File: config.mk
export PLATFORM = sky130hd
export DESIGN_NAME = riscv_dmacopy
export DESIGN_NICKNAME = d
export VERILOG_FILES = /design/src/rtl/riscv_dmacopy.sv
export SDC_FILE = /design/constraint.sdc
export NUM_CORES = 1
export LEC_CHECK = 0
export BUFFER_PORTS_ARGS = -buffer_cell sky130_fd_sc_hd__buf_2
export CAP_MARGIN = 20
export CORE_UTILIZATION = 34
export CTS_BUF_LIST = sky130_fd_sc_hd__clkbuf_4 sky130_fd_sc_hd__clkbuf_8 sky130_fd_sc_hd__clkbuf_16
export DETAILED_ROUTE_END_ITERATION = 12
export PLACE_DENSITY = 0.55
export SLEW_MARGIN = 30
export SYNTH_ARGS = -nofsm -noshare
export SYNTH_HDL_FRONTEND = slang
export SYNTH_SLANG_ARGS = --single-unit
File: constraint.sdc
create_clock -name CLK -period 2.35 [get_ports CLK]
set_input_delay 0.3525 -clock CLK [delete_from_list [all_inputs] [get_ports CLK]]
set_output_delay 0.3525 -clock CLK [all_outputs]
set_load 0.1 [all_outputs]
File: src/rtl/riscv_dmacopy.sv
// riscv_dmacopy: word-copy DMA master; reads LEN words from SRC and writes each one to DST (optional DMA_TIMEOUT_EN).
// Latency: first read request the cycle after START; (rd + wr) cycles per word; DONE one cycle after the last ack.
// Backpressure: every request is held stable until XDACK; with DMA_TIMEOUT_EN an unacked request ends the run after TOUT cycles.
module riscv_dmacopy #(
    parameter int unsigned TOUT = 255
) (
    input  logic        CLK,
    input  logic        RESN,
    input  logic        START,
    input  logic        ABORT,
    input  logic [31:0] SRC,
    input  logic [31:0] DST,
    input  logic [15:0] LEN,
    output logic        BUSY,
    output logic        DONE,
    output logic        ERR,
    output logic        ABT,
    output logic        XDREQ,
    output logic        XRD,
    output logic        XWR,
    output logic [3:0]  XBE,
    output logic [31:0] XADDR,
    output logic [31:0] XATAO,
    input  logic [31:0] XATAI,
    input  logic        XDACK,
    output logic [15:0] REMAIN,
    output logic [3:0]  DEBUG
);
    localparam logic [1:0] S_IDLE = 2'd0;
    localparam logic [1:0] S_RD   = 2'd1;
    localparam logic [1:0] S_WR   = 2'd2;
    localparam logic [1:0] S_FIN  = 2'd3;

    logic [1:0]  r_state;
    logic [31:0] r_src;
    logic [31:0] r_dst;
    logic [31:0] r_buf;
    logic [15:0] r_remain;
    logic        r_abt;
    logic        r_abt_pend;

    logic        w_start;
    logic        w_in_xfer;
    logic        w_abort;
    logic        w_tout;

    // START only counts in IDLE, so a pulse during a run is dropped
    assign w_start   = (r_state == S_IDLE) && START;
    assign w_in_xfer = (r_state == S_RD) || (r_state == S_WR);
    // an abort raised in the same cycle as the ack takes effect on that ack
    assign w_abort   = r_abt_pend || ABORT;

`ifdef DMA_TIMEOUT_EN
    localparam logic [7:0] TOUT_LAST = 8'(TOUT - 1);

    logic [7:0] r_tcnt;
    logic       r_err;

    // unacked-cycle counter; an ack or leaving RD/WR restarts it, so each transaction gets a fresh budget
    always_ff @(posedge CLK or negedge RESN) begin
        if (!RESN) begin
            r_tcnt <= 8'd0;
        end else if (w_in_xfer && !XDACK) begin
            r_tcnt <= r_tcnt + 8'd1;
        end else begin
            r_tcnt <= 8'd0;
        end
    end

    // the request has been held TOUT cycles when this cycle also goes unacked
    assign w_tout = w_in_xfer && !XDACK && (r_tcnt == TOUT_LAST);

    // sticky timeout flag, cleared only by the next accepted START
    always_ff @(posedge CLK or negedge RESN) begin
        if (!RESN) begin
            r_err <= 1'b0;
        end else if (w_start) begin
            r_err <= 1'b0;
        end else if (w_tout) begin
            r_err <= 1'b1;
        end
    end

    assign ERR = r_err;
`else
    // without the timeout counter TOUT has no effect and the block waits forever for XDACK
    assign w_tout = 1'b0 && (TOUT != 0);
    assign ERR    = 1'b0;
`endif

    // sequencer: one read then one write per word, leaving early to FIN on abort or timeout
    always_ff @(posedge CLK or negedge RESN) begin
        if (!RESN) begin
            r_state    <= S_IDLE;
            r_src      <= 32'd0;
            r_dst      <= 32'd0;
            r_buf      <= 32'd0;
            r_remain   <= 16'd0;
            r_abt      <= 1'b0;
            r_abt_pend <= 1'b0;
        end else begin
            case (r_state)
                S_IDLE: begin
                    if (START) begin
                        r_abt      <= 1'b0;
                        r_abt_pend <= 1'b0;
                        if (LEN != 16'd0) begin
                            r_src    <= {SRC[31:2], 2'b00};
                            r_dst    <= {DST[31:2], 2'b00};
                            r_remain <= LEN;
                            r_state  <= S_RD;
                        end else begin
                            r_state  <= S_FIN;
                        end
                    end
                end
                S_RD: begin
                    if (ABORT) begin
                        r_abt_pend <= 1'b1;
                    end
                    if (XDACK) begin
                        r_buf <= XATAI;
                        if (w_abort) begin
                            r_abt   <= 1'b1;
                            r_state <= S_FIN;
                        end else begin
                            r_state <= S_WR;
                        end
                    end else if (w_tout) begin
                        r_state <= S_FIN;
                    end
                end
                S_WR: begin
                    if (ABORT) begin
                        r_abt_pend <= 1'b1;
                    end
                    if (XDACK) begin
                        r_src    <= r_src + 32'd4;
                        r_dst    <= r_dst + 32'd4;
                        r_remain <= r_remain - 16'd1;
                        if (w_abort) begin
                            r_abt   <= 1'b1;
                            r_state <= S_FIN;
                        end else if (r_remain == 16'd1) begin
                            r_state <= S_FIN;
                        end else begin
                            r_state <= S_RD;
                        end
                    end else if (w_tout) begin
                        r_state <= S_FIN;
                    end
                end
                S_FIN: begin
                    r_abt_pend <= 1'b0;
                    r_state    <= S_IDLE;
                end
                default: begin
                    r_abt_pend <= 1'b0;
                    r_state    <= S_IDLE;
                end
            endcase
        end
    end

    // bus outputs decode straight from state, so reset drops the request without waiting for a clock
    assign XDREQ  = w_in_xfer;
    assign XRD    = (r_state == S_RD);
    assign XWR    = (r_state == S_WR);
    assign XBE    = XWR ? 4'hF : 4'h0;
    assign XADDR  = XRD ? r_src : (XWR ? r_dst : 32'd0);
    assign XATAO  = r_buf;
    assign BUSY   = w_in_xfer;
    assign DONE   = (r_state == S_FIN);
    assign ABT    = r_abt;
    assign REMAIN = r_remain;
    assign DEBUG  = {XDREQ, XRD, XWR, XDACK};

endmodule
==> out/metrics.csv <==
stage,metric,value,unit
outcome,status,"finished, final reports clean",
run,maxcap violations,0,
sta,Final Hold Viols,0,
cells_and_area,antenna diode count,0,
worst_setup_path,crit path kind,reg2out,
global_routing,GRT Util Overall,21.2,%
worst_setup_path,worst r2r path cells,6,
worst_setup_path,Critical R2R Launch,r_dst[3],
floorplanning,initial core utilization,35.0,%
floorplanning,Ports,212,
sta,highest clock rate,440,MHz
yosys,post-synthesis sequential area ratio,40.7,%
sta,final setup fails,0,
detailed_routing,router iterations before antenna repair,7,
sta,"Min Clock Period, post-route",2.27,ns
worst_setup_path,Worst Path Required,2.00,ns
worst_setup_path,crit end category,primary output,
yosys,Synth area leaders,"dfrtp_1 (41%), mux2_2 (5.4%), a21oi_1 (4.7%)",
yosys,post-synth top area cell,dfrtp_1,
floorplanning,Die Y,144,µm
yosys,dominant synthesized flop cell,dfrtp_1,
placed_design,DP HPWL,15.9,mm
detailed_routing,top sig layer,met4,
sta,Worst slew margin,67.3,%
worst_setup_path,CP arrival,1.92,ns
clocking,H-tree levels,3,
cells_and_area,"non-filler cells, final",1241,
detailed_routing,DRT antenna net count,0,
floorplanning,Horiz. Die Dim,144,µm
yosys,multiplexer share of the synthesized area,5.98,%
yosys,Synth Area in Compound Gates,23.9,%
clocking,Max clock buf depth,2,
worst_setup_path,Reg-to-Reg End,r_dst[30],
yosys,largest family of logic cells by synthesized area,compound AO/OA/AOI/OAI gates,
clocking,CTS tree,yes,
clocking,CTS Buf Count,9,
yosys,post-synthesis xor/xnor area fraction,0,%
yosys,"Distinct cells, synth",57,
yosys,Adder-Cell Fraction of Synth Area,1.64,%
clocking,clock-pin slew on the worst setup and hold paths,0.08,ns
detailed_routing,initial drt markers,345,
placed_design,Placed Cells,1219,
clocking,clk root buf,clkbuf_16,
cells_and_area,share of cells above drive strength 1,38.3,%
cells_and_area,"commonest non-fill, non-tap cell in the layout",buf_2,
detailed_routing,metal3 WL,1.51,mm
sta,post-route setup TNS,0,ns
yosys,Post-synth EDFFs,0,
detailed_routing,met2 WL post-DR,10.8,mm
detailed_routing,Met1 Wirelength,10.0,mm
cells_and_area,fill count,1946,
global_routing,vias in the first global route,6306,
worst_setup_path,worst-path fanout max,11,
detailed_routing,vias,6874,
placed_design,GPL Wtd Cong,0.833,
yosys,"Avg Cell Area, Syn",8.91,µm²
yosys,Syn Std Cell Area,6880,µm²
placed_design,pre-CTS WS,0.134,ns
yosys,synth warn,0,
floorplanning,Die Footprint,20800,µm²
cells_and_area,Final nets,1097,
cells_and_area,Layout area overhead,39.3,%
clocking,Clock Sinks,112,
cells_and_area,most frequent cells in the layout,"buf_2 (165), dfrtp_1 (107), a21oi_1 (64), nand2_1 (61)",
sta,Final Skew,0.0112,ns
yosys,Yosys reg bits,112,
cells_and_area,fin area,9580,µm²
sta,count of final max-slew check failures,0,
placed_design,I/O Buffers,204,
sta,final period utilization,96.7,%
floorplanning,Rows,51,
sta,RSZ-0062 raised after global routing,false,
floorplanning,core area,19700,µm²
global_routing,initial antenna violation count,0,
worst_setup_path,CP startpoint,r_state[0],
hold_path,Worst Hold Class,in2reg,
global_routing,wire length of the first global-routing pass,34.0,mm
global_routing,Congestion Overflow GR,0,
detailed_routing,DRC,0,
yosys,asr flop ratio synth,100,%
detailed_routing,Detailed Route WL,22.6,mm
sta,Slew @ Worst Pin,0.486,ns
worst_setup_path,FF-to-FF setup slack,0.15,ns
clocking,worst skew pair latency,0.36,ns
detailed_routing,Via density,5.54,
yosys,Post-Syn Instances,772,
yosys,Simple-Gate Fraction of Synth Area,22.2,%
detailed_routing,wire length per cell,18.2,µm
sta,setup ws final,0.0781,ns
yosys,top-area cell type share of the netlist area,40.7,%
worst_setup_path,crit path to,XADDR[5],
worst_setup_path,Startpoint Class,flop,
global_routing,largest net degree at the start of global routing,59,
placed_design,placed inst area,9160,µm²
==> cells in the mapped netlist (9+ instances only) <==
cell and count:
a21oi_1 65, a22o_1 24, a2bb2oi_1 9, a31o_2 9, and3_1 24, and4_1 17, buf_2 10, buf_4 12
clkbuf_1 45, dfrtp_1 112, ha_1 9, mux2_2 33, nand2_1 62, nand2b_1 14, nand3_1 21, nand4_1 25
nor2_1 49, nor3_1 23, nor4_1 9, o21ai_0 45, o21bai_1 11, o22ai_1 47
==> worst max-delay path, cell delays in order, from the launching register on <==
cell       delay [ns]
dfrtp_2          0.45
inv_2            0.11
ha_4             0.17
inv_1            0.08
nor2_4           0.18
clkbuf_16        0.22
a22o_2           0.16
buf_12           0.18
==> per-stage QoR <==
stage / hold slack [ns] / utilization (%)
final: 0.197 / 48.8
after global routing: 0.194 / 48.8
after CTS: 0.182 / 48.3
after detailed placement: 0.349 / 46.6
after global placement: 0.346 / 46.6
after floorplan: 0.0569 / -
==> routing by layer <==
layer | up-vias | global-route usage (%)
met5 | - | 0
met4 | 0 | 5.04
met3 | 15 | 4.90
met2 | 217 | 35.1
met1 | 3320 | 28.0
li1 | 3322 | -
==> repair_timing <==
action,4_1_cts,5_1_grt
endpoints found under the hold margin,32,0
hold buffers,1,0
pin swaps,0,1
resized for setup,2,5
gates cloned,0,2
endpoints found under the setup margin,8,65
setup buffers,0,3
==> flip-flops by register name, indices dropped and copies added (netlist names) <==
signal / cells
ABT: 1
r_state: 2
REMAIN: 16
r_dst: 30
r_src: 30
r_abt_pend: 1
XATAO: 32
==> layout make-up <==
class	instances	area, µm²	area share (%)
Timing Repair Buffer	262	2160	22.5
Clock inverter	7	86.3	0.901
Sequential cell	112	2810	29.3
Multi-Input combinational cell	578	3940	41.1
Tap cell	265	332	3.46
Inverter	8	30.0	0.313
Clock buffer	9	225	2.35
==> cell families after synthesis <==
family	count (synthesis)
compound gates	253
other cells	1
flops	112
mux	37
buf+inv	84
simple gates	276
fa+ha+maj	9
==> how the worst min path moves through the flow <==
stage,from,endpoint,cells after the start
final,DST[23],r_dst[23],3
after CTS,DST[23],r_dst[23],3
after floorplan,RESN,ABT,0
after global placement,RESN,REMAIN[3],1
after detailed placement,RESN,REMAIN[3],1
after global routing,DST[30],r_dst[30],3
Power is not shown: default switching activity piles up to over one toggle a cycle in this logic, so the estimate is an artifact.
